<file path="src/rtl/mem_master_pkg.sv">
// Shared definitions for the mem_master block.
// Holds the access-size encodings, the FSM state encoding, the default widths,
// and a helper that maps an access size to its byte count.
package mem_master_pkg;

    localparam int unsigned DEF_ADDR_WIDTH = 32;
    localparam int unsigned DEF_DATA_WIDTH = 32;
    localparam int unsigned DEF_SIZE       = 1024;

    typedef enum logic [1:0] {
        SZ_B   = 2'd0,
        SZ_H   = 2'd1,
        SZ_W   = 2'd2,
        SZ_ILL = 2'd3
    } size_e;

    typedef enum logic [1:0] {
        StIdle = 2'd0,
        StRd   = 2'd1,
        StWr   = 2'd2,
        StResp = 2'd3
    } state_e;

    // Byte count of an access; the illegal encoding maps to 4 but is rejected anyway.
    function automatic logic [2:0] size_bytes(size_e sz);
        unique case (sz)
            SZ_B:    size_bytes = 3'd1;
            SZ_H:    size_bytes = 3'd2;
            default: size_bytes = 3'd4;
        endcase
    endfunction

endpackage

</file>
<file path="src/rtl/mem_master_if.sv">
// Bundle of the request, response and memory-port signals of mem_master.
// modport master: the mem_master view (drives req_ready, rsp_*, mem_* outputs).
// modport slave : the environment view (drives requests, rsp_ready, mem_data_r).
interface mem_master_if
    import mem_master_pkg::*;
#(
    parameter int unsigned ADDR_WIDTH = DEF_ADDR_WIDTH,
    parameter int unsigned DATA_WIDTH = DEF_DATA_WIDTH
);
    logic                  req_valid;
    logic                  req_ready;
    logic                  req_we;
    logic [1:0]            req_size;
    logic                  req_unsigned;
    logic [ADDR_WIDTH-1:0] req_addr;
    logic [DATA_WIDTH-1:0] req_wdata;

    logic                  rsp_valid;
    logic                  rsp_ready;
    logic [DATA_WIDTH-1:0] rsp_rdata;
    logic                  rsp_err;

    logic                  mem_op;
    logic                  mem_rw;
    logic [ADDR_WIDTH-1:0] mem_addr;
    logic [DATA_WIDTH-1:0] mem_data_w;
    logic [DATA_WIDTH-1:0] mem_data_r;

    modport master (
        input  req_valid, req_we, req_size, req_unsigned, req_addr, req_wdata,
        input  rsp_ready, mem_data_r,
        output req_ready, rsp_valid, rsp_rdata, rsp_err,
        output mem_op, mem_rw, mem_addr, mem_data_w
    );

    modport slave (
        output req_valid, req_we, req_size, req_unsigned, req_addr, req_wdata,
        output rsp_ready, mem_data_r,
        input  req_ready, rsp_valid, rsp_rdata, rsp_err,
        input  mem_op, mem_rw, mem_addr, mem_data_w
    );

endinterface

</file>
<file path="src/rtl/mem_lane_fmt.sv">
// Combinational lane formatter for mem_master.
// Ports: size/is_unsigned select the access; rdata is the word read from memory,
// wdata the store data. load_data is the extracted, extended load result; merged is
// rdata with its low byte/half replaced by wdata (the read-modify-write word).
module mem_lane_fmt
    import mem_master_pkg::*;
#(
    parameter int unsigned DATA_WIDTH = DEF_DATA_WIDTH
) (
    input  size_e                 size,
    input  logic                  is_unsigned,
    input  logic [DATA_WIDTH-1:0] rdata,
    input  logic [DATA_WIDTH-1:0] wdata,
    output logic [DATA_WIDTH-1:0] load_data,
    output logic [DATA_WIDTH-1:0] merged
);

    logic sext_b;
    logic sext_h;

    assign sext_b = ~is_unsigned & rdata[7];
    assign sext_h = ~is_unsigned & rdata[15];

    always_comb begin
        load_data = rdata;
        merged    = wdata;
        unique case (size)
            SZ_B: begin
                load_data = {{(DATA_WIDTH-8){sext_b}}, rdata[7:0]};
                merged    = {rdata[DATA_WIDTH-1:8], wdata[7:0]};
            end
            SZ_H: begin
                load_data = {{(DATA_WIDTH-16){sext_h}}, rdata[15:0]};
                merged    = {rdata[DATA_WIDTH-1:16], wdata[15:0]};
            end
            default: begin
                load_data = rdata;
                merged    = wdata;
            end
        endcase
    end

endmodule

</file>
<file path="src/rtl/mem_master.sv">
// Single-outstanding load/store master in front of a byte-addressed memory.
// Ports: sys_clk, sys_rst (async, active-low); bus carries the request channel
// (req_*), the response channel (rsp_*) and the registered memory port (mem_*).
// Sub-byte stores are done as read-modify-write of the containing word.
module mem_master
    import mem_master_pkg::*;
#(
    parameter int unsigned ADDR_WIDTH = DEF_ADDR_WIDTH,
    parameter int unsigned DATA_WIDTH = DEF_DATA_WIDTH,
    parameter int unsigned SIZE       = DEF_SIZE
) (
    input logic          sys_clk,
    input logic          sys_rst,
    mem_master_if.master bus
);

    state_e                state_q, state_d;
    size_e                 size_q, size_d;
    logic                  unsigned_q, unsigned_d;
    logic                  we_q, we_d;
    logic [DATA_WIDTH-1:0] wdata_q, wdata_d;
    logic [DATA_WIDTH-1:0] rsp_rdata_q, rsp_rdata_d;
    logic                  rsp_err_q, rsp_err_d;
    logic                  mem_op_q, mem_op_d;
    logic                  mem_rw_q, mem_rw_d;
    logic [ADDR_WIDTH-1:0] mem_addr_q, mem_addr_d;
    logic [DATA_WIDTH-1:0] mem_data_w_q, mem_data_w_d;

    size_e                 req_size;
    logic [ADDR_WIDTH:0]   req_end;
    logic                  req_err;
    logic [DATA_WIDTH-1:0] load_data;
    logic [DATA_WIDTH-1:0] merged_data;

    assign req_size = size_e'(bus.req_size);
    // One extra bit so addresses near the top of the space cannot wrap into range.
    assign req_end  = {1'b0, bus.req_addr}
                    + {{(ADDR_WIDTH-2){1'b0}}, size_bytes(req_size)};
    assign req_err  = (req_size == SZ_ILL) || (req_end > (ADDR_WIDTH+1)'(SIZE));

    mem_lane_fmt #(
        .DATA_WIDTH (DATA_WIDTH)
    ) u_lane_fmt (
        .size        (size_q),
        .is_unsigned (unsigned_q),
        .rdata       (bus.mem_data_r),
        .wdata       (wdata_q),
        .load_data   (load_data),
        .merged      (merged_data)
    );

    always_comb begin
        state_d      = state_q;
        size_d       = size_q;
        unsigned_d   = unsigned_q;
        we_d         = we_q;
        wdata_d      = wdata_q;
        rsp_rdata_d  = rsp_rdata_q;
        rsp_err_d    = rsp_err_q;
        mem_op_d     = 1'b0;
        mem_rw_d     = mem_rw_q;
        mem_addr_d   = mem_addr_q;
        mem_data_w_d = mem_data_w_q;

        unique case (state_q)
            StIdle: begin
                if (bus.req_valid) begin
                    size_d      = req_size;
                    unsigned_d  = bus.req_unsigned;
                    we_d        = bus.req_we;
                    wdata_d     = bus.req_wdata;
                    rsp_rdata_d = '0;
                    rsp_err_d   = req_err;
                    if (req_err) begin
                        state_d = StResp;
                    end else if (bus.req_we && (req_size == SZ_W)) begin
                        state_d      = StWr;
                        mem_op_d     = 1'b1;
                        mem_rw_d     = 1'b1;
                        mem_addr_d   = bus.req_addr;
                        mem_data_w_d = bus.req_wdata;
                    end else begin
                        // Loads and sub-word stores both start with a read.
                        state_d    = StRd;
                        mem_op_d   = 1'b1;
                        mem_rw_d   = 1'b0;
                        mem_addr_d = bus.req_addr;
                    end
                end
            end
            StRd: begin
                if (we_q) begin
                    state_d      = StWr;
                    mem_op_d     = 1'b1;
                    mem_rw_d     = 1'b1;
                    mem_data_w_d = merged_data;
                end else begin
                    state_d     = StResp;
                    rsp_rdata_d = load_data;
                end
            end
            StWr: begin
                state_d = StResp;
            end
            StResp: begin
                if (bus.rsp_ready) begin
                    state_d = StIdle;
                end
            end
            default: begin
                state_d = StIdle;
            end
        endcase
    end

    always_ff @(posedge sys_clk or negedge sys_rst) begin
        if (!sys_rst) begin
            state_q      <= StIdle;
            size_q       <= SZ_B;
            unsigned_q   <= 1'b0;
            we_q         <= 1'b0;
            wdata_q      <= '0;
            rsp_rdata_q  <= '0;
            rsp_err_q    <= 1'b0;
            mem_op_q     <= 1'b0;
            mem_rw_q     <= 1'b0;
            mem_addr_q   <= '0;
            mem_data_w_q <= '0;
        end else begin
            state_q      <= state_d;
            size_q       <= size_d;
            unsigned_q   <= unsigned_d;
            we_q         <= we_d;
            wdata_q      <= wdata_d;
            rsp_rdata_q  <= rsp_rdata_d;
            rsp_err_q    <= rsp_err_d;
            mem_op_q     <= mem_op_d;
            mem_rw_q     <= mem_rw_d;
            mem_addr_q   <= mem_addr_d;
            mem_data_w_q <= mem_data_w_d;
        end
    end

    assign bus.req_ready  = (state_q == StIdle);
    assign bus.rsp_valid  = (state_q == StResp);
    assign bus.rsp_rdata  = rsp_rdata_q;
    assign bus.rsp_err    = rsp_err_q;
    assign bus.mem_op     = mem_op_q;
    assign bus.mem_rw     = mem_rw_q;
    assign bus.mem_addr   = mem_addr_q;
    assign bus.mem_data_w = mem_data_w_q;

endmodule

</file>
<file path="src/flat_wrapper.sv">
// flat-port wrapper written by rule: the top's interface ports become plain ports
module mem_master_flat import mem_master_pkg::*;
#(
    parameter int unsigned ADDR_WIDTH = DEF_ADDR_WIDTH,
    parameter int unsigned DATA_WIDTH = DEF_DATA_WIDTH,
    parameter int unsigned SIZE       = DEF_SIZE
)
  (sys_clk, sys_rst, bus_req_valid, bus_req_we, bus_req_size, bus_req_unsigned, bus_req_addr, bus_req_wdata, bus_rsp_ready, bus_mem_data_r, bus_req_ready, bus_rsp_valid, bus_rsp_rdata, bus_rsp_err, bus_mem_op, bus_mem_rw, bus_mem_addr, bus_mem_data_w);
  mem_master_if #(.ADDR_WIDTH(ADDR_WIDTH), .DATA_WIDTH(DATA_WIDTH)) bus_i ();
  input logic sys_clk;
  input logic sys_rst;
  input wire logic [$bits(bus_i.req_valid)-1:0] bus_req_valid;
  input wire logic [$bits(bus_i.req_we)-1:0] bus_req_we;
  input wire logic [$bits(bus_i.req_size)-1:0] bus_req_size;
  input wire logic [$bits(bus_i.req_unsigned)-1:0] bus_req_unsigned;
  input wire logic [$bits(bus_i.req_addr)-1:0] bus_req_addr;
  input wire logic [$bits(bus_i.req_wdata)-1:0] bus_req_wdata;
  input wire logic [$bits(bus_i.rsp_ready)-1:0] bus_rsp_ready;
  input wire logic [$bits(bus_i.mem_data_r)-1:0] bus_mem_data_r;
  output wire logic [$bits(bus_i.req_ready)-1:0] bus_req_ready;
  output wire logic [$bits(bus_i.rsp_valid)-1:0] bus_rsp_valid;
  output wire logic [$bits(bus_i.rsp_rdata)-1:0] bus_rsp_rdata;
  output wire logic [$bits(bus_i.rsp_err)-1:0] bus_rsp_err;
  output wire logic [$bits(bus_i.mem_op)-1:0] bus_mem_op;
  output wire logic [$bits(bus_i.mem_rw)-1:0] bus_mem_rw;
  output wire logic [$bits(bus_i.mem_addr)-1:0] bus_mem_addr;
  output wire logic [$bits(bus_i.mem_data_w)-1:0] bus_mem_data_w;
  assign bus_i.req_valid = bus_req_valid;
  assign bus_i.req_we = bus_req_we;
  assign bus_i.req_size = bus_req_size;
  assign bus_i.req_unsigned = bus_req_unsigned;
  assign bus_i.req_addr = bus_req_addr;
  assign bus_i.req_wdata = bus_req_wdata;
  assign bus_i.rsp_ready = bus_rsp_ready;
  assign bus_i.mem_data_r = bus_mem_data_r;
  assign bus_req_ready = bus_i.req_ready;
  assign bus_rsp_valid = bus_i.rsp_valid;
  assign bus_rsp_rdata = bus_i.rsp_rdata;
  assign bus_rsp_err = bus_i.rsp_err;
  assign bus_mem_op = bus_i.mem_op;
  assign bus_mem_rw = bus_i.mem_rw;
  assign bus_mem_addr = bus_i.mem_addr;
  assign bus_mem_data_w = bus_i.mem_data_w;
  mem_master #(.ADDR_WIDTH(ADDR_WIDTH), .DATA_WIDTH(DATA_WIDTH), .SIZE(SIZE)) u_core (.sys_clk(sys_clk), .sys_rst(sys_rst), .bus(bus_i));
endmodule
</file>
<file path="config.mk">
export PLATFORM = sky130hd
export DESIGN_NAME = mem_master_flat
export DESIGN_NICKNAME = d
export VERILOG_FILES = /design/src/rtl/mem_master_pkg.sv /design/src/rtl/mem_master_if.sv /design/src/rtl/mem_lane_fmt.sv /design/src/rtl/mem_master.sv /design/src/flat_wrapper.sv
export SDC_FILE = /design/constraint.sdc
export NUM_CORES = 1
export LEC_CHECK = 0
export ABC_AREA = 1
export CORE_UTILIZATION = 45
export DETAILED_ROUTE_END_ITERATION = 16
export PLACE_DENSITY = 0.87
export SLEW_MARGIN = 20
export SYNTH_ARGS = -nofsm -noshare
export SYNTH_HDL_FRONTEND = slang
export SYNTH_HIERARCHICAL = 1
export SYNTH_SLANG_ARGS = --single-unit
</file>
<file path="constraint.sdc">
create_clock -name sys_clk -period 2.2 [get_ports sys_clk]
set_input_delay 0.44 -clock sys_clk [delete_from_list [all_inputs] [get_ports sys_clk]]
set_output_delay 0.44 -clock sys_clk [all_outputs]
set_load 0.02 [all_outputs]
</file>
==> flow_summary.toml, run 1 <==
[run_status]
status = "complete, but fails checks"
violations = "setup timing"

[global_route]
global_route.usage.total_pct = 28.2
grt_antenna_before_repair = 0
overflow = 0
grt_pass1_wl_mm = 39.2
pin_count_of_the_biggest_net_entering_global_routing = 72
via_count_of_the_first_global_routing_pass = 7744

[logic_synthesis]
ys.flop_type = "dfrtp_1"
syn_avg_cell_area_um2 = 7.19
synth_nets = 1186
yosysUniqueCellTypes = 35
synthDominantAreaCellType = "dfrtp_1"
area_fraction_in_compound_gates_after_synthesis_pct = 10.4
synth_top_family_by_area = "simple AND/OR/NAND/NOR gates"
ys_seq_elements = 137
yosysWarningCount = 6
synthMuxAreaShare_pct = 0
synth_enable_flop_cells = 0
seq_area_frac_synth_pct = 44.4
post_synth_main_area_contributors = "dfrtp_1 (44%), nand2_1 (16%), o21ai_0 (9.1%)"
netlist_instances = 1074
post_synth_fa_ha_maj_area_fraction_pct = 1.39
synth-xor-area-share_pct = 0.340
netlist_area_mm2 = 0.00772
share_of_yosys_cell_area_claimed_by_the_top_area_cell_type_pct = 44.4
synth_simple_gate_area_share_pct = 30.7
asyncSetResetFlopFracSynth_pct = 100

[pwr]
netSwitchingFraction_pct = 41.6
peakVddDrop_mv = 0.794
power.combinational.fraction_pct = 47.8
leak_pwr_nw = 5.84
internal_power_w = 0.00808
net_load_switching_power_w = 0.00576
powerDensity_mw_per_mm2 = 1160
pwr-share-clk_pct = 23.0
power.sequential.fraction_pct = 29.1

[layout]
final_layout_size_suffix_gt1_share_pct = 21.9
n_fill_cell = 1216
num_antenna_cells = 0
final_core_utilization_pct = 71.6
synthToLayoutAreaGrowth_pct = 54.4
multiInputGateArea_mm2 = 0.00387
seqCellArea_mm2 = 0.00343
final_net_count = 1448

[worst_hold_path]
hp-start = "bus_req_addr[0]"
worstHoldPathCells = 3
worst_hold_path.endpoint = "u_core/bus.mem_addr[0]$_DFFE_PN0P_"
worst_hold_path_type = "in -> reg"

[route]
postRouteAntennaNets = 0
viasPerCell = 5.40
drc = 0
postRouteWirelength_mm = 27.1
vias = 8468
detailedRoute.firstIterationViolations = 900
detail_route.wl_per_cell_um = 17.3
drtPass1Iterations = 5

[worst_setup_path]
critical_path_source_type = "input pin"
critical_path_class = "in -> reg"
worstReg2RegEnd = "u_core/state_q[0]$_DFFE_PN0P_"
crit_family = "simple AND/OR/NAND/NOR gates"
cp_cell_sequence = "buf_8, nor2_4, ha_4, buf_4, buf_4, nand2_2, nand2_4, nand2_4, nor2_4, nand3_1, nand2_1, nand2_1, nor2_1, nand3_1, nor2_2, buf_4, nand3_4, nand2_4, nand3_4, clkbuf_16, nand2_4, nand2_2"
critical_path_arrival_ns = 2.92
reg2reg_slack_ns = 0.02
worstRegToRegCells = 8
critPathMostFrequentCell = "nand2_4"
crit_path_end_kind = "flop"
critical_path.n_buffers_inverters = 5
timing.rr.start = "u_core/state_q[1]$_DFFE_PN0P_"
critical_path.slowest_cell = "clkbuf_16"
worst-endpoint-required_ns = 2.52
max_stage_delay_ns = 0.22
timing.critical_path.fanout_max = 6

[timing]
grt_setup_unrepaired = "yes"
timing_hold_violations_final = 0
clock.fmax_ghz = 0.384
timing.final.crit_share_pct = 118
finalCriticalPeriod_ns = 2.61
fin_ws_ns = -0.407
worst_slew_pin_slew_ns = 0.705
worst_setup_skew_after_layout_ns = 0.0121
final-setup-viol-count = 69
hold_ws_ns = 0.345
maxSlewHeadroom_pct = 53.0
final-max-slew-violation-count = 0

[clocking]
clock-root-buffer = "clkbuf_16"
ctsLongestPathBuffers = 2
clkTransAtPathRegs_ns = 0.06
cts_made_buffers = 17
clock_tree.htree_level_count = 4
worstSkewPairLatency_ns = 0.43
tritoncts = "done"
clock_sink_count = 137

[place]
port_buffers = 204
dp_hpwl_mm = 17.5
finalWeightedCongestion = 0.906
preCtsSetupSlack_ns = -1.21

[die]
core_region_area_mm2 = 0.0166
die_x_um = 133
ioPinCount = 205
die_height_um = 133
initial_core_util_pct = 46.4
placementRows = 47
floorplan.die_area_mm2 = 0.0177

[job]
max-cap-violations = 0
[per-layer routing]
layer	track usage, %	part of all wire [%]	vias up
li1	-	-	3896
met1	35.9	38	3986
met2	48.1	50	509
met3	5.25	9.1	77
met4	9.45	2.9	0
met5	0	0	-
[stage by stage]
step,cells,power [W],cell area (um2),setup TNS (ns)
2_1_floorplan,1074,0.00739,7780,-14.40
3_3_place_gp,1515,0.00945,10500,-77.60
4_1_cts,1563,0.0134,11400,-22.87
6_report,1569,0.0138,11900,-23.42
3_5_place_dp,1515,0.00965,10500,-87.18
5_1_grt,1569,0.0145,11900,-32.58
[power groups by stage]
stage | Combinational, W | Sequential [W] | Clock, W
2_1_floorplan | 0.00307 | 0.00432 | 0
3_3_place_gp | 0.00552 | 0.00392 | 0
3_5_place_dp | 0.00570 | 0.00395 | 0
4_1_cts | 0.00626 | 0.00393 | 0.00320
5_1_grt | 0.00708 | 0.00409 | 0.00334
6_report | 0.00662 | 0.00403 | 0.00319
[registers in the layout, summed over array words and instances (netlist names)]
signal	flops
u_core/bus.rsp_rdata	32
u_core/bus.mem_addr	32
u_core/bus.mem_data_w	32
u_core/size_q	2
u_core/state_q	2
u_core/bus.rsp_err	1
u_core/bus.mem_op	1
u_core/we_q	1
u_core/unsigned_q	1
u_core/bus.mem_rw	1
u_core/wdata_q	32
[timing repair]
| action | CTS | global route |
|---|---|---|
| hold buffers | 1 | 0 |
| pin swaps | 23 | 25 |
| setup endpoints to repair | 102 | 102 |
| buffers inserted | 12 | 3 |
| hold endpoints to repair | 50 | 0 |
| resized for setup | 67 | 135 |
| gates cloned | 3 | 9 |
[cells in the mapped netlist (2+ instances only)]
library cell / n
nand2_2: 3
buf_1: 2
clkbuf_1: 34
nand3_1: 68
ha_1: 7
nand2_4: 2
dfrtp_1: 137
nor3_1: 8
buf_2: 6
nor2_2: 6
a21oi_1: 3
nand2_1: 335
nand4_1: 39
nand3_2: 3
nor2_4: 4
o21ai_1: 11
nand3b_1: 3
o21ai_0: 141
buf_4: 20
or2_2: 3
xnor2_1: 2
nor2_1: 63
buf_6: 7
inv_1: 156
[worst max path at each step]
stage | depth (start not counted) | endpoint | slack (ns) | start
3_3_place_gp | 20 | u_core/bus.mem_data_w[20]$_DFFE_PN0P_ | -1.07 | bus_req_size[0]
2_1_floorplan | 20 | u_core/bus.mem_data_w[0]$_DFFE_PN0P_ | -0.25 | bus_req_size[1]
3_5_place_dp | 20 | u_core/bus.mem_data_w[4]$_DFFE_PN0P_ | -1.21 | bus_req_size[0]
4_1_cts | 23 | u_core/bus.mem_data_w[30]$_DFFE_PN0P_ | -0.30 | bus_req_size[0]
6_report | 22 | u_core/bus.mem_data_w[8]$_DFFE_PN0P_ | -0.41 | bus_req_size[1]
5_1_grt | 24 | u_core/bus.mem_data_w[13]$_DFFE_PN0P_ | -0.54 | bus_req_size[1]
[worst register-to-register path: cells and delay by family, from the launching register on]
kind,cells,cell delay (ns)
buffers and inverters,4,0.81
flip-flops,1,0.40
AND/OR/NAND/NOR,1,0.17
AO/OA/AOI/OAI,2,0.38
adder cells (fa/ha/maj),1,0.34
[cells in the final DEF (no fill, tap or decap), types with 5 or more instances in the layout]
master / synthesis / routed
buf_12: 0 / 9
buf_4: 20 / 82
buf_6: 7 / 8
buf_8: 0 / 5
bufinv_16: 0 / 5
clkbuf_16: 0 / 22
clkdlybuf4s50_1: 0 / 185
dfrtp_1: 137 / 136
dlygate4sd2_1: 0 / 9
inv_1: 156 / 147
inv_2: 0 / 9
nand2_1: 335 / 256
nand2_2: 3 / 57
nand2_4: 2 / 27
nand3_1: 68 / 68
nand4_1: 39 / 39
nor2_1: 63 / 42
nor2_2: 6 / 18
nor2_4: 4 / 13
nor3_1: 8 / 6
o21ai_0: 141 / 139
o21ai_2: 0 / 9
[cell families (layout without fill, tap and decap cells)]
logic type	after synthesis	after routing
simple gates	541	541
buf+inv	226	500
compound gates	159	160
xor+xnor	3	3
fa+ha+maj	8	8
flops	137	137
[area by class of cell]
class,count,area share [%]
Clock buffer,18,3.69
Clock inverter,14,1.84
Inverter,157,4.94
Multi-Input combinational cell,712,32.5
Sequential cell,137,28.8
Tap cell,220,2.31
Timing Repair Buffer,311,26.0
Power figures use the tool's default switching activity.
==> run 2, diff against run 1 <==
Settings changed: CELL_PAD_IN_SITES_DETAIL_PLACEMENT set to 0, CELL_PAD_IN_SITES_GLOBAL_PLACEMENT set to 1, CORE_UTILIZATION 45 to 31, PLACE_DENSITY 0.87 to 0.85, SLEW_MARGIN 20 to 40.
==> run 2 against run 1 <==
  * The run still ends with setup timing left
  * Core utilization fell by 24 points
  * Die area rose by 44%
  * Non-clock buffer count did not move
  * Combinational power fell by 2%
  * Cell area fell by 1.8%
  * Clock skew fell by 0.0011 ns
  * Routed wire length fell by 9.5%
  * Sequential power fell by 2%
  * Clock power fell by 11%
  * Cell count rose by 6.6%
  * Worst hold slack got worse by 0.051 ns
  * Largest cell class unchanged
==> flow_summary.toml, run 2 (synthesis gave the netlist of run 1 again) <==
[timing]
worst_setup_skew_after_layout_ns = 0.0110
final-setup-viol-count = 68
grt_setup_unrepaired = "yes"
timing.final.crit_share_pct = 111
worst_slew_pin_slew_ns = 0.649
clock.fmax_ghz = 0.408
finalCriticalPeriod_ns = 2.45
fin_ws_ns = -0.249
timing_hold_violations_final = 0
maxSlewHeadroom_pct = 56.7
final-max-slew-violation-count = 0

[worst_setup_path]
critical_path_source_type = "input pin"
reg2reg_slack_ns = 0.10
worstReg2RegEnd = "u_core/bus.mem_data_w[21]$_DFFE_PN0P_"
crit_path_end_kind = "flop"
critical_path_arrival_ns = 2.76
timing.rr.start = "u_core/state_q[0]$_DFFE_PN0P_"
timing.critical_path.fanout_max = 6
critical_path_class = "in -> reg"
worstRegToRegCells = 10
worst-endpoint-required_ns = 2.51

[pwr]
power.sequential.fraction_pct = 29.7
pwr-share-clk_pct = 21.3
powerDensity_mw_per_mm2 = 1140
internal_power_w = 0.00775
power.combinational.fraction_pct = 48.9
netSwitchingFraction_pct = 41.8
leak_pwr_nw = 5.76
peakVddDrop_mv = 0.605
net_load_switching_power_w = 0.00558

[layout]
final_layout_size_suffix_gt1_share_pct = 18.7
synthToLayoutAreaGrowth_pct = 51.5
final_net_count = 1447
final_core_utilization_pct = 48.0
n_fill_cell = 2415
design_area_mm2 = 0.0117
num_antenna_cells = 0
most-common-layout-cells = "nand2_1 (291), clkdlybuf4s50_1 (180), inv_1 (154)"
layout_commonest_cell = "nand2_1"

[job]
max-cap-violations = 0

[run_status]
status = "complete, but fails checks"
violations = "setup timing"

[route]
postRouteWirelength_mm = 24.5
postRouteAntennaNets = 0
detailedRoute.firstIterationViolations = 476
detail_route.wl_per_cell_um = 14.7
drc = 0
vias = 7725
viasPerCell = 4.62
drtPass1Iterations = 5

[clocking]
ctsLongestPathBuffers = 2
clock_sink_count = 137
tritoncts = "done"
clock_tree.htree_level_count = 4
clkTransAtPathRegs_ns = 0.07
clock-root-buffer = "clkbuf_16"
worstSkewPairLatency_ns = 0.42
cts_made_buffers = 17

[die]
ioPinCount = 205
die_x_um = 160
initial_core_util_pct = 31.6
core_region_area_mm2 = 0.0244
floorplan.die_area_mm2 = 0.0255
die_height_um = 160
placementRows = 57

[global_route]
global_route.usage.met1_pct = 26.1
pin_count_of_the_biggest_net_entering_global_routing = 46
global_route.usage.met3_pct = 3.71
met2_layer_usage_reported_by_global_route_pct = 32.3
grt_pass1_wl_mm = 39.5
global_route.usage.total_pct = 19.4
overflow = 0
grt_antenna_before_repair = 0
via_count_of_the_first_global_routing_pass = 7443
busiest_layer = "met2"

[place]
dp_hpwl_mm = 17.7
place_area_mm2 = 0.0106
finalWeightedCongestion = 0.867
port_buffers = 204

[worst_hold_path]
worstHoldPathCells = 3
worst_hold_path_type = "in -> reg"
hp-start = "bus_req_addr[0]"
worst_hold_path.endpoint = "u_core/bus.mem_addr[0]$_DFFE_PN0P_"
run 2: changes by cell type in the layout (fill, tap and decap cells not counted), moves of 8 or more:
cell / delta
buf_4: +10
nand2_1: +35
nand2_2: -21
nand2_4: -14
o21ai_1: +8
o21ai_2: -8
run 2: layout make-up:
| type | instances | area (um2) | area share (%) |
|---|---|---|---|
| clock buffers | 17 | 425 | 3.64 |
| inverters | 157 | 589 | 5.04 |
| well taps | 324 | 405 | 3.47 |
| flip-flops and latches | 137 | 3430 | 29.3 |
| repair buffers | 311 | 3020 | 25.8 |
| multi-input cells | 711 | 3670 | 31.4 |
| clock inverters | 15 | 154 | 1.32 |
run 2: worst max-delay path by stage:
| stage | to | start | slack (ns) | depth (start not counted) |
|---|---|---|---|---|
| finish | u_core/bus.mem_data_w[21]$_DFFE_PN0P_ | bus_req_size[1] | -0.25 | 20 |
| CTS | u_core/bus.mem_data_w[22]$_DFFE_PN0P_ | bus_req_size[0] | -0.21 | 22 |
| detailed placement | u_core/bus.mem_data_w[22]$_DFFE_PN0P_ | bus_req_size[0] | -1.22 | 20 |
| floorplan | u_core/bus.mem_data_w[0]$_DFFE_PN0P_ | bus_req_size[1] | -0.25 | 20 |
| global placement | u_core/bus.mem_data_w[21]$_DFFE_PN0P_ | bus_req_size[0] | -1.15 | 20 |
| global route | u_core/bus.mem_data_w[16]$_DFFE_PN0P_ | bus_req_size[0] | -0.38 | 22 |
run 2: per-stage QoR:
stage	hold WS, ns	worst slack (ns)	instances	setup TNS [ns]	power, W
after global routing	0.296	-0.379	1672	-21.67	0.0143
final	0.295	-0.249	1672	-12.54	0.0133
after CTS	0.276	-0.214	1666	-11.53	0.0130
after detailed placement	0.323	-1.22	1625	-78.35	0.00988
after global placement	0.327	-1.15	1625	-74.86	0.00978
after floorplan	0.144	-0.254	1074	-14.40	0.00739
run 2: worst max-delay path: stages:
cell,delay (ns)
buf_6,0.09
nor2_4,0.04
ha_4,0.15
fa_2,0.34
nand2_2,0.11
nand2_4,0.08
nand2_4,0.10
nor2_4,0.05
buf_4,0.13
nand3b_1,0.07
nand2_1,0.05
nor2_1,0.13
nand3_2,0.12
nor2_4,0.16
nand3_4,0.09
nand2_4,0.09
nand3_4,0.17
clkbuf_16,0.23
nand2_2,0.05
nand2_1,0.05
run 2: what timing repair did:
| action | CTS | global route |
|---|---|---|
| buffers inserted | 6 | 4 |
| gates cloned | 2 | 2 |
| pin swaps | 29 | 16 |
| hold buffers | 1 | 0 |
| endpoints found under the setup margin | 70 | 69 |
| hold endpoints to repair | 23 | 0 |
| gates resized for setup | 78 | 58 |
run 2: power groups by stage:
stage / sequential, W / clock, W / combinational, W
after global placement: 0.00393 / 0 / 0.00585
final: 0.00396 / 0.00284 / 0.00652
after global routing: 0.00407 / 0.00301 / 0.00718
after detailed placement: 0.00395 / 0 / 0.00594
after CTS: 0.00392 / 0.00290 / 0.00620
after floorplan: 0.00432 / 0 / 0.00307
run 2: metal layers:
metal / share of wire (%) / wire, um
met4: 1.1 / 270
met3: 4.8 / 1170
met5: 0 / 0
met1: 46 / 11200
met2: 48 / 11900
==> run 3, diff against run 2 <==
Settings changed: SLEW_MARGIN 40 to unset.
==> results of run 3 <==
No change in the layout: final DEF, timing and power equal those of run 2.
